`src/rtl/digit_serial_adder_pkg.sv`:
```
// Shared types and elaboration helpers for the digit-serial adder.
package digit_serial_adder_pkg;

  typedef enum logic [1:0] {
    IDLE = 2'd0,
    RUN  = 2'd1,
    DONE = 2'd2
  } state_e;

  function automatic int calc_ndig(input int w, input int b);
    return w / b;
  endfunction

  // A single-digit configuration still carries a 1-bit counter that stays at zero.
  function automatic int calc_cnt_w(input int ndig);
    return (ndig > 1) ? $clog2(ndig) : 1;
  endfunction

  function automatic bit width_ok(input int w, input int b);
    return (b >= 1) && (b <= w) && ((w % b) == 0);
  endfunction

endpackage

```
`src/rtl/digit_adder_slice.sv`:
```
// Combinational B-bit adder slice, with the carry into its top bit exposed
// so that signed overflow can be formed on the most significant digit.
module digit_adder_slice #(
  parameter int B = 8
) (
  input  logic [B-1:0] x,
  input  logic [B-1:0] y,
  input  logic         ci,
  output logic [B-1:0] s,
  output logic         co,
  output logic         c_msb_in,
  output logic         prop
);

  logic [B:0] total;

  assign total    = {1'b0, x} + {1'b0, y} + {{B{1'b0}}, ci};
  assign s        = total[B-1:0];
  assign co       = total[B];
  // The sum bit is x ^ y ^ carry-in, so the carry into the top bit falls out of it.
  assign c_msb_in = x[B-1] ^ y[B-1] ^ total[B-1];
  assign prop     = &(x ^ y);

endmodule

```
`src/rtl/digit_serial_adder.sv`:
```
// W-bit adder/subtractor that walks one B-bit digit per clock through a single
// slice, LSB digit first, with valid/ready handshakes on both sides.
module digit_serial_adder
  import digit_serial_adder_pkg::*;
#(
  parameter int W = 32,
  parameter int B = 8
) (
  input  logic         clk,
  input  logic         rst_n,
  input  logic         in_valid,
  output logic         in_ready,
  input  logic [W-1:0] a,
  input  logic [W-1:0] b,
  input  logic         cin,
  input  logic         sub,
  output logic         out_valid,
  input  logic         out_ready,
  output logic [W-1:0] sum,
  output logic         cout,
  output logic         ovf,
  output logic         p
);

  localparam int NDIG = calc_ndig(W, B);
  localparam int CW   = calc_cnt_w(NDIG);

  if (!width_ok(W, B)) begin : g_bad_width
    $error("digit_serial_adder: W must be a multiple of B and 1 <= B <= W");
  end

  state_e                     state_q, state_d;
  logic [CW-1:0]              cnt_q, cnt_d;
  logic [NDIG-1:0][B-1:0]     a_q, a_d;
  logic [NDIG-1:0][B-1:0]     b_q, b_d;
  logic [NDIG-1:0][B-1:0]     sum_q, sum_d;
  logic                       carry_q, carry_d;
  logic                       pacc_q, pacc_d;
  logic                       out_valid_q, out_valid_d;
  logic                       cout_q, cout_d;
  logic                       ovf_q, ovf_d;
  logic                       p_q, p_d;

  logic [B-1:0] slice_s;
  logic         slice_co;
  logic         slice_c_msb;
  logic         slice_prop;
  logic         last_digit;
  logic         accept;

  digit_adder_slice #(.B(B)) u_slice (
    .x        (a_q[cnt_q]),
    .y        (b_q[cnt_q]),
    .ci       (carry_q),
    .s        (slice_s),
    .co       (slice_co),
    .c_msb_in (slice_c_msb),
    .prop     (slice_prop)
  );

  assign last_digit = (cnt_q == CW'(NDIG - 1));
  assign in_ready   = (state_q == IDLE) || ((state_q == DONE) && out_ready);
  assign accept     = in_valid && in_ready;

  always_comb begin
    state_d     = state_q;
    cnt_d       = cnt_q;
    a_d         = a_q;
    b_d         = b_q;
    sum_d       = sum_q;
    carry_d     = carry_q;
    pacc_d      = pacc_q;
    out_valid_d = out_valid_q;
    cout_d      = cout_q;
    ovf_d       = ovf_q;
    p_d         = p_q;

    case (state_q)
      IDLE: ;
      RUN: begin
        sum_d[cnt_q] = slice_s;
        carry_d      = slice_co;
        pacc_d       = pacc_q & slice_prop;
        if (last_digit) begin
          cout_d      = slice_co;
          ovf_d       = slice_c_msb ^ slice_co;
          p_d         = pacc_q & slice_prop;
          out_valid_d = 1'b1;
          state_d     = DONE;
        end else begin
          cnt_d = cnt_q + CW'(1);
        end
      end
      DONE: begin
        if (out_ready) begin
          out_valid_d = 1'b0;
          state_d     = IDLE;
        end
      end
      default: state_d = IDLE;
    endcase

    // Subtraction is a + ~b + ~cin, so the inversion happens once at load time.
    if (accept) begin
      a_d         = a;
      b_d         = sub ? ~b : b;
      carry_d     = sub ? ~cin : cin;
      sum_d       = '0;
      pacc_d      = 1'b1;
      cnt_d       = '0;
      out_valid_d = 1'b0;
      state_d     = RUN;
    end
  end

  always_ff @(posedge clk or negedge rst_n) begin
    if (!rst_n) begin
      state_q     <= IDLE;
      cnt_q       <= '0;
      a_q         <= '0;
      b_q         <= '0;
      sum_q       <= '0;
      carry_q     <= 1'b0;
      pacc_q      <= 1'b0;
      out_valid_q <= 1'b0;
      cout_q      <= 1'b0;
      ovf_q       <= 1'b0;
      p_q         <= 1'b0;
    end else begin
      state_q     <= state_d;
      cnt_q       <= cnt_d;
      a_q         <= a_d;
      b_q         <= b_d;
      sum_q       <= sum_d;
      carry_q     <= carry_d;
      pacc_q      <= pacc_d;
      out_valid_q <= out_valid_d;
      cout_q      <= cout_d;
      ovf_q       <= ovf_d;
      p_q         <= p_d;
    end
  end

  assign out_valid = out_valid_q;
  assign sum       = sum_q;
  assign cout      = cout_q;
  assign ovf       = ovf_q;
  assign p         = p_q;

endmodule

```
`config.mk`:
```
export PLATFORM = sky130hd
export DESIGN_NAME = digit_serial_adder
export DESIGN_NICKNAME = d
export VERILOG_FILES = /design/src/rtl/digit_serial_adder_pkg.sv /design/src/rtl/digit_adder_slice.sv /design/src/rtl/digit_serial_adder.sv
export SDC_FILE = /design/constraint.sdc
export NUM_CORES = 1
export LEC_CHECK = 0
export ABC_CLOCK_PERIOD_IN_PS = 9100
export CAP_MARGIN = 10
export CORE_UTILIZATION = 42
export DETAILED_ROUTE_END_ITERATION = 10
export PLACE_DENSITY = 0.79
export SLEW_MARGIN = 20
export SYNTH_ARGS = -nofsm -noshare
export SYNTH_HDL_FRONTEND = slang
export SYNTH_HIERARCHICAL = 1
export SYNTH_SLANG_ARGS = --single-unit
```
`constraint.sdc`:
```
create_clock -name clk -period 9.1 [get_ports clk]
set_input_delay 1.365 -clock clk [delete_from_list [all_inputs] [get_ports clk]]
set_output_delay 1.365 -clock clk [all_outputs]
set_load 0.05 [all_outputs]
```
After elaboration in Yosys (flattened, before gate mapping):

Cells that the tools add are included.

* register bits after elaboration: 106
* output and inout port bits: 37
* logic and storage cells: 77

* $add $sub $neg: 3
* order comparisons: 2
* equal/unequal tests: 7
* multiplexer cells: 26
* bitwise gates (word level): 7
* reduce and logical (&&, ||, !) cells: 12

Operator list (number)
* 32-bit 2-to-1 mux: 3
* 8-bit binary-select mux with 2-bit select: 2
* 32-bit bitwise mux: 1
* 32-bit NOT: 1
* 8-bit 2-to-1 mux: 3
* 8-bit demux with 2-bit select: 1
* 2-bit 2-to-1 mux: 6
* 8-bit by 8-bit adder with 9-bit output: 1
* 9-bit by 1-bit adder with 9-bit output: 1
* 1-bit 2-to-1 mux: 8
* 8-bit AND reduction: 1
* 8-bit bitwise XOR: 1
* 3-bit inequality test, second input constant: 2
* 2-bit one-hot mux with 3 select lines: 1
* 3-bit AND reduction: 2
* 2-bit equality test, second input constant: 2
* 2-bit AND reduction: 2
* 1-bit logical AND: 3
* 2-bit by 3-bit < comparator with 1-bit output, second input constant: 1
* 3-bit nonzero test: 1
* 1-bit bitwise XOR: 3
* 2-bit by 1-bit adder with 2-bit output, second input constant: 1
* 2-bit by 1-bit equality test with 1-bit output, second input constant: 1
* 2-bit by 1-bit >= comparator with 1-bit output, second input constant: 1
* 8 further kinds: 8

Depth between registers and ports, before layout:

Gate-level depths: netlist of the first run.

* depth in word-level cells: 7
* gate-level depth with buffers: 11

Modules after synthesis:

The synthesis of the first run kept the hierarchy.

Modules (own cells, without submodules)
* digit_serial_adder: instances 1, cells an instance 353, area each 5215.0 µm², sequential area each 2652.5 µm²
* digit_adder_slice: instances 1, cells an instance 38, area each 342.8 µm², sequential area each 0.0 µm²

Worst setup path before layout of the first run:

OpenSTA, ideal clock, no wires.

* path type: in2out
* from: input port out_ready
* to: output port in_ready
* arrival: 2.217 ns
* path slack: 5.518 ns
* cell stages on the path: 2
* path buffers: 0
* cells stage by stage: and2b_4 > nor2_1

* word-level cells in the longest chain between the ends: 2

Ends and longest elaborated chain
* start, declared: RTL line digit_serial_adder.sv:18 `input logic out_ready,`
* 1-bit logical AND: RTL line digit_serial_adder.sv:62 `assign in_ready = (state_q == IDLE) || ((state_q == DONE) && out_ready);`
* 1-bit logical OR: RTL line digit_serial_adder.sv:62
* end, declared: RTL line digit_serial_adder.sv:12 `output logic in_ready,`

No other way between the ends.

Final worst setup path of the first run:

Same ends and word-level chain as after synthesis.

==> out/metrics.csv, run 1 <==
metric,value,unit
holdCritPathClass,flop to flop,
cpPeakStageDelay,0.81,ns
cap_violations,0,
drc,0,
clkSinkCount,106,
synth_seq_cells,106,
internal_power,1.79,mW
overflow,0,
dr_wl_met2,5650,um
nets,572,
clockRootBuffer,clkbuf_16,
drv_slew,0,
numCtsBuffers,9,
top_layer,met4,
area_growth,25.1,%
diodes,0,
total_power,3.10,mW
wl_per_cell,16.8,um
arrival,2.95,ns
row_count,41,
crit_buf_inv,2,
crit_path_top_delay_cell,clkdlybuf4s50_1,
cts_max_level,3,
cts_resized,0,
ir_drop,0.284,mV
critPathKind,input pin to primary output,
fin_tns_setup,0,ns
path_delay_family,buffers and inverters,
timing.rr.start,cnt_q[0],
grt_pass1_wl,17800,um
drive_gt1_share,21.7,%
crit_chain,"clkdlybuf4s50_1, and2b_4, nor2_1, clkdlybuf4s50_1",
p_sw_share,42.2,%
die_h,117,um
skew,0.00746,ns
grt_pass1_vias,3378,
place.gp.congestion,0.829,
r2r_slack,5.61,ns
portBuffers,106,
clock_path_buffers,2,
critPathLaunchType,input pin,
yosysWarnings,6,
route.met3.wl,428,um
netlist_area,5560,um2
relSlewSlack,36.8,%
final_common_cell,dfrtp_1,
start_util,43.5,%
synth_area_per_cell,14.2,um2
grt_usage,17.4,%
holdPathEnd,p,
grt_setup_unrepaired,false,
async_flop_share,100,%
p_per_area,446,nW/um2
synth_nets,475,
synthesis.instances,391,
design.core.area,12800,um2
crit_fanout,5,
status,completed,
min-delay-start,p,
crit_path_end_kind,primary output,
p_seq_share,26.5,%
clk-insertion-delay-late,0.34,ns
clkPwrFrac,14.1,%
whs_path_depth,2,
vias_per_cell,5.03,
die_w,117,um
ios,107,
layout_worst_path_cycle_share,47.4,%
dpl.cell_count,649,
p_switching,1.31,mW
postCtsHoldBufs,0,
layout.cells.non_filler,665,
ant_nets,0,
synth-edff-count,0,
ys.flop_type,dfrtp_1,
dieArea,13700,um2
worst_hold_slack,0.491,ns
cts_tree,yes,
grt_max_degree,67,
drtIter0Drc,248,
timing.rr.end,sum[6],
routed_wl,11100,um
tightest_slew,0.948,ns
r2r_cells,10,
synth_seq_area_share,47.7,%
cts_setup_buffers,0,
fin_crit,4.31,ns
path_clk_slew,0.07,ns
fmax,232,MHz
wl_met1,4970,um
crit_path_frequent_cell,clkdlybuf4s50_1,
combPwrFrac,59.4,%
crit_path_start,out_ready,
yosysUniqueCellTypes,38,
power.leakage,3.19,nW
post-dp-hpwl,8080,um
hold_viol_final,0,
final_cell_mix,"dfrtp_1 (106), clkdlybuf4s50_1 (104), mux2_4 (64)",
antenna_found_initial,0,
via_count,3342,
setup_viol,0,
firstDrtPassIters,4,
crit_required,7.74,ns
==> flip-flops by register name, summed over array words and instances (netlist names) <==
| register | count |
|---|---|
| a_q | 32 |
| b_q | 32 |
| carry_q | 1 |
| cnt_q | 2 |
| cout | 1 |
| out_valid | 1 |
| ovf | 1 |
| p | 1 |
| pacc_q | 1 |
| state_q | 2 |
| sum | 32 |
==> cell usage after synthesis (2+ instances only) <==
cell | instances | area, um2
a21oi_1 | 13 | 65.1
nor2_1 | 28 | 105
buf_6 | 3 | 33.8
nand3b_1 | 4 | 30.0
mux2_4 | 64 | 961
clkbuf_2 | 3 | 15.0
a21o_1 | 3 | 22.5
o21ai_0 | 6 | 30.0
ha_1 | 12 | 150
buf_12 | 7 | 140
nand4_1 | 2 | 12.5
nand2b_1 | 2 | 12.5
mux4_2 | 16 | 360
xor2_1 | 35 | 307
a211oi_1 | 2 | 15.0
nand2_1 | 23 | 86.3
buf_2 | 8 | 40.0
dfrtp_1 | 106 | 2650
fa_1 | 2 | 40.0
xnor2_1 | 5 | 43.8
inv_1 | 3 | 11.3
buf_4 | 2 | 15.0
mux2i_1 | 27 | 270
==> worst min-delay path, cell delays in order (launching register included) <==
cell and delay (ns):
dfrtp_1 0.36, nand2_1 0.05, nand2_1 0.05
==> per-stage QoR <==
stage	setup WS, ns	cell area, um2	util, %
floorplan	5.52	5560	-
global placement	4.79	6610	51.7
detailed placement	4.78	6610	51.7
CTS	4.78	6950	54.4
global route	4.75	6950	54.4
finish	4.79	6950	54.4
==> power groups by stage <==
stage                     clock (mW)  sequential [mW]  combinational (mW)
after floorplan                    0            0.970                1.26
after global placement             0            0.816                1.80
after detailed placement           0            0.831                1.85
after CTS                      0.444            0.825                1.85
after global routing           0.463            0.848                1.98
final                          0.436            0.823                1.84
==> worst max path at each step <==
stage	endpoint	slack, ns	cells after the start
6_report	in_ready	4.79	4
5_1_grt	in_ready	4.75	4
4_1_cts	in_ready	4.78	4
3_5_place_dp	in_ready	4.78	4
3_3_place_gp	in_ready	4.79	4
2_1_floorplan	in_ready	5.52	2
==> metal layers <==
metal | global-route usage [%] | vias up
met1 | 23.2 | 1695
met5 | 0 | -
met4 | 4.30 | 0
li1 | - | 1553
met3 | 3.45 | 8
met2 | 29.1 | 86
==> kinds of logic (layout without fill, tap and decap cells) <==
logic type / count (synthesis) / in the layout / share of synthesized area [%]
fa+ha+maj: 14 / 14 / 3.42
simple gates: 65 / 65 / 5.52
flops: 106 / 106 / 47.7
mux: 107 / 107 / 28.6
xor+xnor: 40 / 40 / 6.30
compound gates: 32 / 32 / 3.74
buf+inv: 27 / 129 / 4.66
==> cell type report <==
| class | count | area (um2) |
|---|---|---|
| clock inverters | 6 | 105 |
| repair buffers | 110 | 1080 |
| flip-flops and latches | 106 | 2650 |
| clock buffers | 10 | 239 |
| multi-input cells | 258 | 2650 |
| fillers | 1033 | 5820 |
| inverters | 3 | 11.3 |
| well taps | 172 | 215 |
Note: power is estimated with default switching activity, not from simulation.
==> inputs of run 2 (changes only) <==
--- a/config.mk
+++ b/config.mk
@@ -5,11 +5,11 @@
 export SDC_FILE = /design/constraint.sdc
 export NUM_CORES = 1
 export LEC_CHECK = 0
-export ABC_CLOCK_PERIOD_IN_PS = 9100
+export ABC_CLOCK_PERIOD_IN_PS = 3800
 export CAP_MARGIN = 10
 export CORE_UTILIZATION = 42
 export DETAILED_ROUTE_END_ITERATION = 10
-export PLACE_DENSITY = 0.79
+export PLACE_DENSITY = 0.81
 export SLEW_MARGIN = 20
 export SYNTH_ARGS = -nofsm -noshare
 export SYNTH_HDL_FRONTEND = slang
==> constraint.sdc (replaced) <==
create_clock -name clk -period 3.8 [get_ports clk]
set_input_delay 0.57 -clock clk [delete_from_list [all_inputs] [get_ports clk]]
set_output_delay 0.57 -clock clk [all_outputs]
set_load 0.05 [all_outputs]
==> out/metrics.csv, run 2 (synthesis results as in run 1) <==
metric,value,unit
start_util,43.5,%
num-fill-cells,1058,
clockRootBuffer,clkbuf_16,
postPlaceCellArea,6620,um2
fin_crit,3.36,ns
design_area,6930,um2
tightest_slew,0.879,ns
holdCritPathClass,input pin to async pin,
post-dp-hpwl,8540,um
nets,573,
grt_pass1_wl,18700,um
place.gp.congestion,0.869,
r2r_cells,9,
ios,107,
die_h,117,um
p_per_area,1070,nW/um2
critPathLaunchType,flop,
crit_path_frequent_cell,fa_1,
drive_gt1_share,21.9,%
dieArea,13700,um2
vias_per_cell,5.12,
diodes,0,
grt_max_degree,87,
crit_path_end_kind,flop,
crit_path_top_delay_cell,dfrtp_1,
regArea,2650,um2
grt_pass1_vias,3556,
ir_drop,0.692,mV
design.core.area,12800,um2
path_clk_slew,0.07,ns
timing.rr.start,cnt_q[0],
grt_usage,18.5,%
multi_input_area,2650,um2
cts_max_level,3,
setup_viol,0,
clkSinkCount,106,
timing.rr.end,sum[6],
clk-insertion-delay-late,0.35,ns
area_growth,24.8,%
die_w,117,um
final_common_cell,dfrtp_1,
drc,0,
clock_path_buffers,2,
wl_per_cell,17.4,um
cts_setup_buffers,0,
hold_viol_final,0,
postCtsHoldBufs,0,
portBuffers,106,
cts_tree,yes,
crit_required,4.07,ns
relSlewSlack,41.4,%
cts_resized,0,
numCtsBuffers,9,
arrival,3.63,ns
crit_chain,"mux4_2, fa_1, fa_1, a211oi_1, o21bai_1, a21oi_1, xnor2_1, mux2i_1, nor2_1",
fin_tns_setup,0,ns
row_count,41,
post-place-ws,0.441,ns
routed_wl,11600,um
grt_setup_unrepaired,false,
power.leakage,3.18,nW
firstDrtPassIters,4,
status,completed,
crit_fanout,11,
drtIter0Drc,334,
antenna_found_initial,0,
worst_slack,0.441,ns
via_count,3408,
ant_nets,0,
cap_violations,0,
drv_slew,0,
layout_worst_path_cycle_share,88.4,%
overflow,0,
cpPeakStageDelay,0.66,ns
final_cell_mix,"dfrtp_1 (106), clkdlybuf4s50_1 (104), mux2_4 (64)",
total_power,7.39,mW
critPathKind,flop to flop,
r2r_slack,0.44,ns
fmax,298,MHz
skew,0.00619,ns
[run 2: stage by stage]
stage | hold slack (ns) | util (%) | instances
floorplan | 0.274 | - | 391
global placement | 0.457 | 51.8 | 650
detailed placement | 0.461 | 51.8 | 650
CTS | 0.450 | 54.3 | 666
global route | 0.348 | 54.3 | 666
finish | 0.262 | 54.3 | 666
[run 2: worst max-delay path by stage]
stage / startpoint / end / slack (ns) / depth (start not counted)
2_1_floorplan: cnt_q[0] / sum[14] / 0.63 / 11
3_3_place_gp: cnt_q[0] / sum[30] / 0.58 / 9
3_5_place_dp: cnt_q[0] / sum[6] / 0.44 / 9
4_1_cts: cnt_q[0] / sum[6] / 0.42 / 9
5_1_grt: cnt_q[0] / sum[6] / 0.20 / 9
6_report: cnt_q[0] / sum[6] / 0.44 / 9
[run 2: cell type report]
type | instances | area share (%)
Clock buffer | 11 | 3.64
Clock inverter | 5 | 0.884
Inverter | 3 | 0.162
Multi-Input combinational cell | 258 | 38.2
Sequential cell | 106 | 38.3
Tap cell | 172 | 3.10
Timing Repair Buffer | 111 | 15.8
[run 2: worst max-delay path, delay by kind of cell (launching register included)]
kind | cells | cell delay [ns]
flops | 1 | 0.66
fa+ha+maj | 2 | 0.96
simple gates | 1 | 0.13
compound gates | 3 | 0.56
mux | 2 | 0.75
xor+xnor | 1 | 0.22
[run 2: routing by layer]
metal	up-vias	global-route usage [%]	routed length [um]
li1	1565	-	-
met1	1688	23.9	5000
met2	125	29.9	5610
met3	30	2.99	579
met4	0	9.96	380
met5	-	0	0
[run 2: power breakdown]
| part | total, mW | switching (mW) | internal (mW) |
|---|---|---|---|
| Clock | 0.967 | 0.416 | 0.550 |
| Sequential | 2.02 | 0.361 | 1.66 |
| Combinational | 4.40 | 2.36 | 2.03 |
